[config.mk]
export PLATFORM = sky130hd
export DESIGN_NAME = fifo_rd_ctrl
export DESIGN_NICKNAME = d
export VERILOG_FILES = /design/src/rtl/fifo_rd_ctrl.sv
export SDC_FILE = /design/constraint.sdc
export NUM_CORES = 1
export LEC_CHECK = 0
export BUFFER_PORTS_ARGS = -buffer_cell sky130_fd_sc_hd__buf_2
export CORE_ASPECT_RATIO = 0.9
export CORE_MARGIN = 1
export CORE_UTILIZATION = 50
export DETAILED_ROUTE_END_ITERATION = 12
export PLACE_DENSITY = 0.85
export SKIP_CTS_REPAIR_TIMING = 1
export SLEW_MARGIN = 0
export SYNTH_ARGS = -nofsm -noshare
export SYNTH_HDL_FRONTEND = slang
export SYNTH_SLANG_ARGS = --single-unit
[constraint.sdc]
create_clock -name clk -period 2.15 [get_ports clk]
set_clock_uncertainty 0.2 [all_clocks]
set_input_delay 0.3225 -clock clk [delete_from_list [all_inputs] [get_ports clk]]
set_output_delay 0.3225 -clock clk [all_outputs]
set_load 0.01 [all_outputs]
[src/rtl/fifo_rd_ctrl.sv]
// fifo_rd_ctrl: read-side burst controller for the FIFO block.
// Waits for almost-full, drains the FIFO down to empty in one burst,
// re-registers each word as a stream and checks it against an
// incrementing pattern, keeping a per-burst word count and a saturating
// error count.
//
// Handshake: the FIFO is a "read enable, data next cycle" port. A read is
// issued in any cycle where fifo_rd_en=1 (never while fifo_empty=1); the
// word appears on fifo_dout in the following cycle and is captured at that
// cycle's closing edge. rd_valid is a one-cycle qualifier for rd_data with
// no backpressure: downstream must accept every word it is offered.
module fifo_rd_ctrl #(
    parameter int DATA_WIDTH = 8,
    parameter int CNT_WIDTH  = 16
) (
    input  logic                  clk,
    input  logic                  rst_n,
    input  logic                  fifo_empty,
    input  logic                  fifo_almost_full,
    input  logic [DATA_WIDTH-1:0] fifo_dout,
    output logic                  fifo_rd_en,
    output logic [DATA_WIDTH-1:0] rd_data,
    output logic                  rd_valid,
    output logic                  burst_done,
    output logic [CNT_WIDTH-1:0]  word_cnt,
    output logic [CNT_WIDTH-1:0]  err_cnt
);

    typedef enum logic [1:0] {
        IDLE = 2'd0,
        READ = 2'd1,
        LAST = 2'd2
    } state_t;

    state_t                state_q;
    state_t                state_d;

    // A read was issued last cycle, so fifo_dout holds a fresh word now.
    logic                  rd_pend_q;
    logic                  rd_pend_d;

    logic [DATA_WIDTH-1:0] rd_data_q;
    logic [DATA_WIDTH-1:0] rd_data_d;
    logic                  rd_valid_q;
    logic                  rd_valid_d;
    logic                  burst_done_q;
    logic                  burst_done_d;
    logic [CNT_WIDTH-1:0]  word_cnt_q;
    logic [CNT_WIDTH-1:0]  word_cnt_d;
    logic [CNT_WIDTH-1:0]  err_cnt_q;
    logic [CNT_WIDTH-1:0]  err_cnt_d;
    logic [DATA_WIDTH-1:0] exp_data_q;
    logic [DATA_WIDTH-1:0] exp_data_d;

    logic                  burst_start;
    logic                  word_mismatch;

    // State register.
    always_ff @(posedge clk or negedge rst_n) begin
        if (!rst_n) begin
            state_q <= IDLE;
        end else begin
            state_q <= state_d;
        end
    end

    // Next-state logic: start on almost-full, end on the first empty cycle.
    always_comb begin
        state_d = state_q;
        unique case (state_q)
            IDLE:    if (fifo_almost_full) state_d = READ;
            READ:    if (fifo_empty)       state_d = LAST;
            LAST:    state_d = IDLE;
            default: state_d = IDLE;
        endcase
    end

    // FSM outputs: read enable gated by empty so an empty FIFO is never read.
    always_comb begin
        fifo_rd_en  = (state_q == READ) && !fifo_empty;
        burst_start = (state_q == IDLE) && (state_d == READ);
    end

    // Datapath next values: capture, word count, pattern checker.
    always_comb begin
        rd_pend_d     = fifo_rd_en;
        rd_valid_d    = rd_pend_q;
        rd_data_d     = rd_data_q;
        word_cnt_d    = word_cnt_q;
        err_cnt_d     = err_cnt_q;
        exp_data_d    = exp_data_q;
        word_mismatch = rd_pend_q && (fifo_dout != exp_data_q);
        // burst_done lands in the LAST cycle, alongside the final rd_valid.
        burst_done_d  = (state_q == READ) && (state_d == LAST);

        if (rd_pend_q) begin
            rd_data_d  = fifo_dout;
            word_cnt_d = word_cnt_q + CNT_WIDTH'(1);
            // Resync on the received word so one bad word costs one error.
            exp_data_d = fifo_dout + DATA_WIDTH'(1);
        end

        // No read can be pending in IDLE, so clearing never drops a word.
        if (burst_start) begin
            word_cnt_d = '0;
        end

        if (word_mismatch && (err_cnt_q != {CNT_WIDTH{1'b1}})) begin
            err_cnt_d = err_cnt_q + CNT_WIDTH'(1);
        end
    end

    // Datapath registers.
    always_ff @(posedge clk or negedge rst_n) begin
        if (!rst_n) begin
            rd_pend_q    <= 1'b0;
            rd_data_q    <= '0;
            rd_valid_q   <= 1'b0;
            burst_done_q <= 1'b0;
            word_cnt_q   <= '0;
            err_cnt_q    <= '0;
            exp_data_q   <= '0;
        end else begin
            rd_pend_q    <= rd_pend_d;
            rd_data_q    <= rd_data_d;
            rd_valid_q   <= rd_valid_d;
            burst_done_q <= burst_done_d;
            word_cnt_q   <= word_cnt_d;
            err_cnt_q    <= err_cnt_d;
            exp_data_q   <= exp_data_d;
        end
    end

    assign rd_data    = rd_data_q;
    assign rd_valid   = rd_valid_q;
    assign burst_done = burst_done_q;
    assign word_cnt   = word_cnt_q;
    assign err_cnt    = err_cnt_q;

endmodule

---- Word level (Yosys, flattened, before mapping) ----
Index checks and enable logic that the tools add are counted.
word-level totals
  bits in registers ....................... 53
  logic and storage cells ................. 29
operators by class
  mux-type cells .......................... 5
  add/sub/neg operators ................... 3
  equal/unequal tests ..................... 5
  reduce and logical (&&, ||, !) cells .... 8
operators by type and width
  kind                                                             number
  16-bit by 1-bit adder with 16-bit output, second input constant  2
  16-bit two-way mux                                               2
  16-bit inequality test, second input constant                    1
  8-bit by 1-bit adder with 8-bit output, second input constant    1
  8-bit inequality test                                            1
  1-bit logical AND                                                5
  2-bit by 1-bit == test with 1-bit output, second input constant  2
  2-bit two-way mux                                                2
  2-bit case mux with 2 select lines                               1
  2-bit == test, second input constant                             1
  2-bit zero test                                                  1
  2-bit nonzero test                                               1
  1-bit zero test                                                  1

---- Depth between registers and ports, before layout ----
Gate-level depths: netlist of run 1.
  depth in word-level cells ............... 5
  gate-level depth with buffers ........... 6

---- Worst setup path after synthesis of run 1 ----
Ideal clock, no wire load.
  path type ............................... register to register
  start point ............................. reg word_cnt_q[0] (netlist: word_cnt[0])
  end point ............................... reg word_cnt_q[12] (netlist: word_cnt[12])
  arrival ................................. 1.761 ns
  required time ........................... 1.872 ns
  clock period less this slack ............ 2.038 ns
  path slack .............................. 0.112 ns
  path buffers ............................ 0
  stages on the path, launching flop included .. 7
  cell sequence ........................... dfrtp_1 ha_1 and4_4 nand2_2 or3_4 or3_1 a21oi_1
on the way
  longest elaborated chain between the ends .. 3
ends and longest elaborated chain
  what                                      RTL line  text
  start, declared                           48        logic [CNT_WIDTH-1:0] word_cnt_q;
  start signal, assigned                    128       word_cnt_q <= word_cnt_d;
  16-bit by 1-bit adder with 16-bit output  98        word_cnt_d = word_cnt_q + CNT_WIDTH'(1);
  16-bit two-way mux                        96        if (rd_pend_q) begin
  16-bit two-way mux                        104       if (burst_start) begin
No other way between the ends. The select of a mux whose other input is x is not followed.
A chain may end at the register's enable or synchronous reset.

---- Worst setup path in the final report of run 1 ----
  start point ............................. reg word_cnt_q[1] (netlist: word_cnt[1])
  end point ............................... reg word_cnt_q[14] (netlist: word_cnt[14])
The elaborated chain is that of the path after synthesis.

==> results.yml, run 1 <==
run_status:
  status: "completed"
min_path:
  hp-start: "fifo_empty"
  hold_class: "in -> reg"
  hold_depth: 2
  holdPathEnd: "rd_pend_q"
power:
  power_density_nw_per_um2: 968
  p_total_w: 0.00292
  vdd_drop_max_uv: 700
  power_leakage_nw: 1.45
setup_path:
  r2r-end: "word_cnt[14]"
  reg2reg_from: "word_cnt[1]"
  reg2regPathDepth: 6
  critPathRequiredTime_ns: 2.20
  cp.arrival_ns: 2.09
  path_cells: "ha_1 -> and4_4 -> nand2_2 -> or3_4 -> or3_1 -> a21oi_2"
  critPathSlowestCell: "or3_4"
  r2r_slack_ns: 0.11
  max_stage_delay_ns: 0.41
  critPathKind: "reg -> reg"
  startpoint_type: "flop"
  critPathMaxFanout: 5
  end_kind: "flop"
clocking:
  clk_pin_slew_ns: 0.10
  htreeDepth: 2
  cts_tree: "done"
  clkLatencyLatePin_ns: 0.31
  cts-buffers-inserted: 5
  clock_path_buffers: 2
  cts_sinks: 53
  cts-root-buf: "clkbuf_8"
routing:
  antenna_left: 0
  routed-via-count: 1858
  drt_first_pass_iters: 4
  drcViolationCount: 0
  routed_via_density: 5.22
  drtIter0Drc: 127
  wl_per_cell_microns: 13.1
  wl_microns: 4670
yosys:
  ys_warn_count: 0
  synth_async_sr_flop_share: 1.00
  synth_edf_count: 0
  ys_ff_latch: 53
  synth_cells: 228
  syn_area_per_cell_sq_um: 10.8
  ys.flop_type: "dfrtp_1"
  netlist.area_leader.share: 0.536
  synth.area.top_cells: "dfrtp_1 54%, xnor2_1 7.4%, xor2_1 6.7%"
  synth_top_cell_by_area: "dfrtp_1"
  syn_area_sq_um: 2470
  synth_seq_area_share: 0.536
  ys_types: 29
  synth_nets: 243
sta:
  relSlewSlack: 0.682
  worstMarginPinSlew_ns: 0.472
  finalCriticalPeriod_ns: 2.04
  final_hold_viol_count: 0
  fmax_ghz: 0.491
  rsz0062_at_grt: "false"
  finalSetupViolCount: 0
  drv_slew: 0
  fin_crit_sh: 0.947
  whs_ns: 0.0141
  setup_tns_ns: 0
grt:
  grtUsageTotal: 0.190
  grt_max_degree: 54
  grt_overflow: 0
  grt_pass1_wl_microns: 7650
  first_global_vias: 1690
  grt_antenna_before_repair: 0
finish:
  num_antenna_cells: 0
  final_area_sq_um: 3020
  nNetsFinal: 308
  area_delta_synth_final_pct: 22.2
  drive_gt1_frac: 0.306
  final_common_cell: "buf_2"
  final_cell_mix: "54 x buf_2, 53 x dfrtp_1, 24 x nor2_1"
  fill_cells: 378
  stdcell_count: 356
floorplanning:
  dieArea_sq_um: 5230
  ios: 55
  initial_core_util: 0.537
  fp.coreArea_sq_um: 4600
  die_y_microns: 68.7
  row_count: 23
  die_w_microns: 76.1
placement:
  io_buffers: 54
  place_congestion: 0.865
  dpl.cell_count: 345
  dp_hpwl_microns: 3340
  dpl-instance-area_sq_um: 2870
run:
  maxCapViolations: 0
## area by class of cell
type	instances	area, sq um	area share
well taps	62	77.6	0.0257
flip-flops and latches	53	1330	0.439
clock inverters	2	37.5	0.0124
inverters	5	18.8	0.00621
multi-input cells	164	1110	0.366
repair buffers	64	373	0.123
clock buffers	6	82.6	0.0273
## worst max-delay path: cells and delay by family, from the launching register on
family	cells	cell delay [ns]
AO/OA/AOI/OAI	1	0.13
AND/OR/NAND/NOR	4	1.07
flip-flops	1	0.40
adder cells (fa/ha/maj)	1	0.18
## synthesized netlist by cell type, types with 7 or more instances
library cell and count:
a21oi_1 9, dfrtp_1 53, mux2_2 11, nand2_1 12, nand3_1 14, nand4_1 9, nor2_1 24, nor4_1 7
xnor2_1 21, xor2_1 19
## worst max-delay path by stage
stage / start / endpoint / slack, ns
floorplan: word_cnt[0] / word_cnt[12] / 0.11
global placement: word_cnt[1] / word_cnt[12] / 0.17
detailed placement: word_cnt[1] / word_cnt[12] / 0.08
CTS: word_cnt[1] / word_cnt[12] / 0.07
global route: word_cnt[1] / word_cnt[14] / 0.01
finish: word_cnt[1] / word_cnt[14] / 0.11
## where the power goes
group          internal [W]  switching (W)  leakage [nW]
registers           0.00123       0.000184         0.670
clock network      0.000379       0.000332        0.0574
logic              0.000415       0.000390         0.725
total               0.00202       0.000905          1.45
## state kept, by name, summed over array words and instances (netlist names)
name	count
burst_done	1
err_cnt	16
exp_data_q	8
rd_data	8
rd_pend_q	1
rd_valid	1
state_q	2
word_cnt	16
## metal layers
| layer | vias to the layer above | wire, microns | track usage |
|---|---|---|---|
| met4 | 0 | 73 | 0.0841 |
| met1 | 893 | 2150 | 0.235 |
| met5 | - | 0 | 0 |
| met2 | 40 | 2230 | 0.322 |
| li1 | 919 | - | - |
| met3 | 6 | 215 | 0.0487 |
## cell families after synthesis
logic type / synth area share
simple gates: 0.204
flops: 0.536
xor+xnor: 0.142
compound gates: 0.0263
mux: 0.0582
buf+inv: 0.0182
fa+ha+maj: 0.0152
## stage by stage
step	utilization	worst slack [ns]
after floorplan	-	0.112
after global placement	0.624	0.170
after detailed placement	0.624	0.0755
after CTS	0.650	0.0728
after global routing	0.656	0.0110
final	0.656	0.114
No activity file was read; power rests on OpenSTA's default activity.
==> run 2, diff against run 1 <==
--- a/config.mk
+++ b/config.mk
@@ -8,7 +8,7 @@
 export BUFFER_PORTS_ARGS = -buffer_cell sky130_fd_sc_hd__buf_2
 export CORE_ASPECT_RATIO = 0.9
 export CORE_MARGIN = 1
-export CORE_UTILIZATION = 50
+export CORE_UTILIZATION = 48
 export DETAILED_ROUTE_END_ITERATION = 12
 export PLACE_DENSITY = 0.85
 export SKIP_CTS_REPAIR_TIMING = 1
==> constraint.sdc (replaced) <==
create_clock -name clk -period 1.7 [get_ports clk]
set_clock_uncertainty 0.2 [all_clocks]
set_input_delay 0.255 -clock clk [delete_from_list [all_inputs] [get_ports clk]]
set_output_delay 0.255 -clock clk [all_outputs]
set_load 0.01 [all_outputs]
==> run 2 against run 1 <==
Cell count increased by 12%. Design area rose by 20%. Worst hold slack better by 0.072 ns. Highest routed layer unchanged. The run now ends with setup timing left. Combinational power up 72%.
==> results.yml, run 2 (same netlist as run 1, synthesis figures left out) <==
finish:
  num_antenna_cells: 0
  drive_gt1_frac: 0.490
  regArea_sq_um: 1330
  multi_input_area_sq_um: 1380
  nNetsFinal: 349
  final_common_cell: "buf_2"
  final_cell_mix: "54 x buf_2, 50 x dfrtp_1, 43 x buf_4"
  utilization: 0.740
  fill_cells: 304
  area_delta_synth_final_pct: 46.4
  final_area_sq_um: 3620
clocking:
  cts-root-buf: "clkbuf_8"
  clk_pin_slew_ns: 0.09
  htreeDepth: 2
  cts_tree: "done"
  clkLatencyLatePin_ns: 0.30
  clock_path_buffers: 2
  cts_sinks: 53
  cts-buffers-inserted: 5
sta:
  finalSetupViolCount: 17
  fmax_ghz: 0.510
  whs_ns: 0.0861
  final_hold_viol_count: 0
  worstMarginPinSlew_ns: 0.283
  finalCriticalPeriod_ns: 1.96
  setup_tns_ns: -1.60
  fin_crit_sh: 1.15
  relSlewSlack: 0.810
  rsz0062_at_grt: "true"
  drv_slew: 0
  setup_ws_ns: -0.262
power:
  comb_power_share: 0.343
  vdd_drop_max_uv: 820
  power.share.clock: 0.218
  power_leakage_nw: 1.73
  netSwitchingFraction: 0.312
  internal_power_w: 0.00277
  seq_power_share: 0.439
  power_density_nw_per_um2: 1110
  p_switching_w: 0.00125
setup_path:
  critPathSlowestCell: "dfrtp_2"
  critPathRequiredTime_ns: 1.73
  cp_num_buf_inv: 0
  path_cells: "ha_2 -> and4_4 -> nand2_2 -> or3_4 -> or3_1 -> a21oi_2"
  max_stage_delay_ns: 0.37
  end_kind: "flop"
  critPathMaxFanout: 5
  cp.arrival_ns: 1.99
  critPathKind: "reg -> reg"
  crit_family: "simple AND/OR/NAND/NOR gates"
  startpoint_type: "flop"
floorplanning:
  fp.coreArea_sq_um: 4890
  die_y_microns: 70.1
  row_count: 24
  ios: 55
  die_w_microns: 77.7
  dieArea_sq_um: 5450
  initial_core_util: 0.505
grt:
  grt.busiest_layer: "met2"
  grt_util_met3: 0.0510
  first_global_vias: 2088
  met2_usage: 0.364
  grt_antenna_before_repair: 0
  grtUsageTotal: 0.214
  grt_pass1_wl_microns: 9130
  use_met1: 0.265
  grt_max_degree: 54
  grt_overflow: 0
routing:
  wl_per_cell_microns: 15.0
  antenna_left: 0
  routed-via-count: 2113
  routed_via_density: 5.28
  wl_microns: 6010
  drtIter0Drc: 84
  drcViolationCount: 0
  drt_first_pass_iters: 4
run_status:
  violations: "setup timing"
  status: "complete, but fails checks"
run:
  maxCapViolations: 0
placement:
  dp_slack_ns: -0.161
  dpl-instance-area_sq_um: 3210
  place_congestion: 0.814
  io_buffers: 54
  dp_hpwl_microns: 3960
min_path:
  hold_class: "in -> reg"
-- run 2: final timing paths --
kind | startpoint | endpoint | slack (ns) | cells after the start
max | word_cnt[0] | word_cnt[12] | -0.26 | 6
min | fifo_dout[6] | rd_data[6] | 0.09 | 2
max reg2reg | word_cnt[0] | word_cnt[12] | -0.26 | 6
min reg2reg | rd_data[4] | rd_data[4] | 0.31 | 1
max in group asynchronous | rst_n | word_cnt[0] | 0.77 | 3
min in group asynchronous | rst_n | err_cnt[2] | 0.27 | 3
-- run 2: power groups by stage --
stage / Sequential, W / Combinational (W) / Clock (W)
2_1_floorplan: 0.00187 / 0.000530 / 0
3_3_place_gp: 0.00174 / 0.00116 / 0
3_5_place_dp: 0.00176 / 0.00120 / 0
4_1_cts: 0.00174 / 0.00120 / 0.000896
5_1_grt: 0.00180 / 0.00151 / 0.000956
6_report: 0.00177 / 0.00138 / 0.000878
-- run 2: through the flow --
step / instances / power [W]
after floorplan: 228 / 0.00240
after global placement: 385 / 0.00290
after detailed placement: 385 / 0.00296
after CTS: 393 / 0.00384
after global routing: 400 / 0.00427
final: 400 / 0.00402
-- run 2: layer usage --
metal	wire length [microns]	part of all wire	vias up
met5	0	0	-
met1	2580	0.43	1046
met4	104	0.017	0
met3	231	0.038	14
met2	3090	0.51	53
li1	-	-	1000
-- run 2: cell type report --
type / instances / share of cell area
clock buffers: 7 / 0.0238
well taps: 65 / 0.0225
repair buffers: 105 / 0.191
multi-input cells: 164 / 0.381
flip-flops and latches: 53 / 0.367
inverters: 5 / 0.00518
clock inverters: 1 / 0.00829
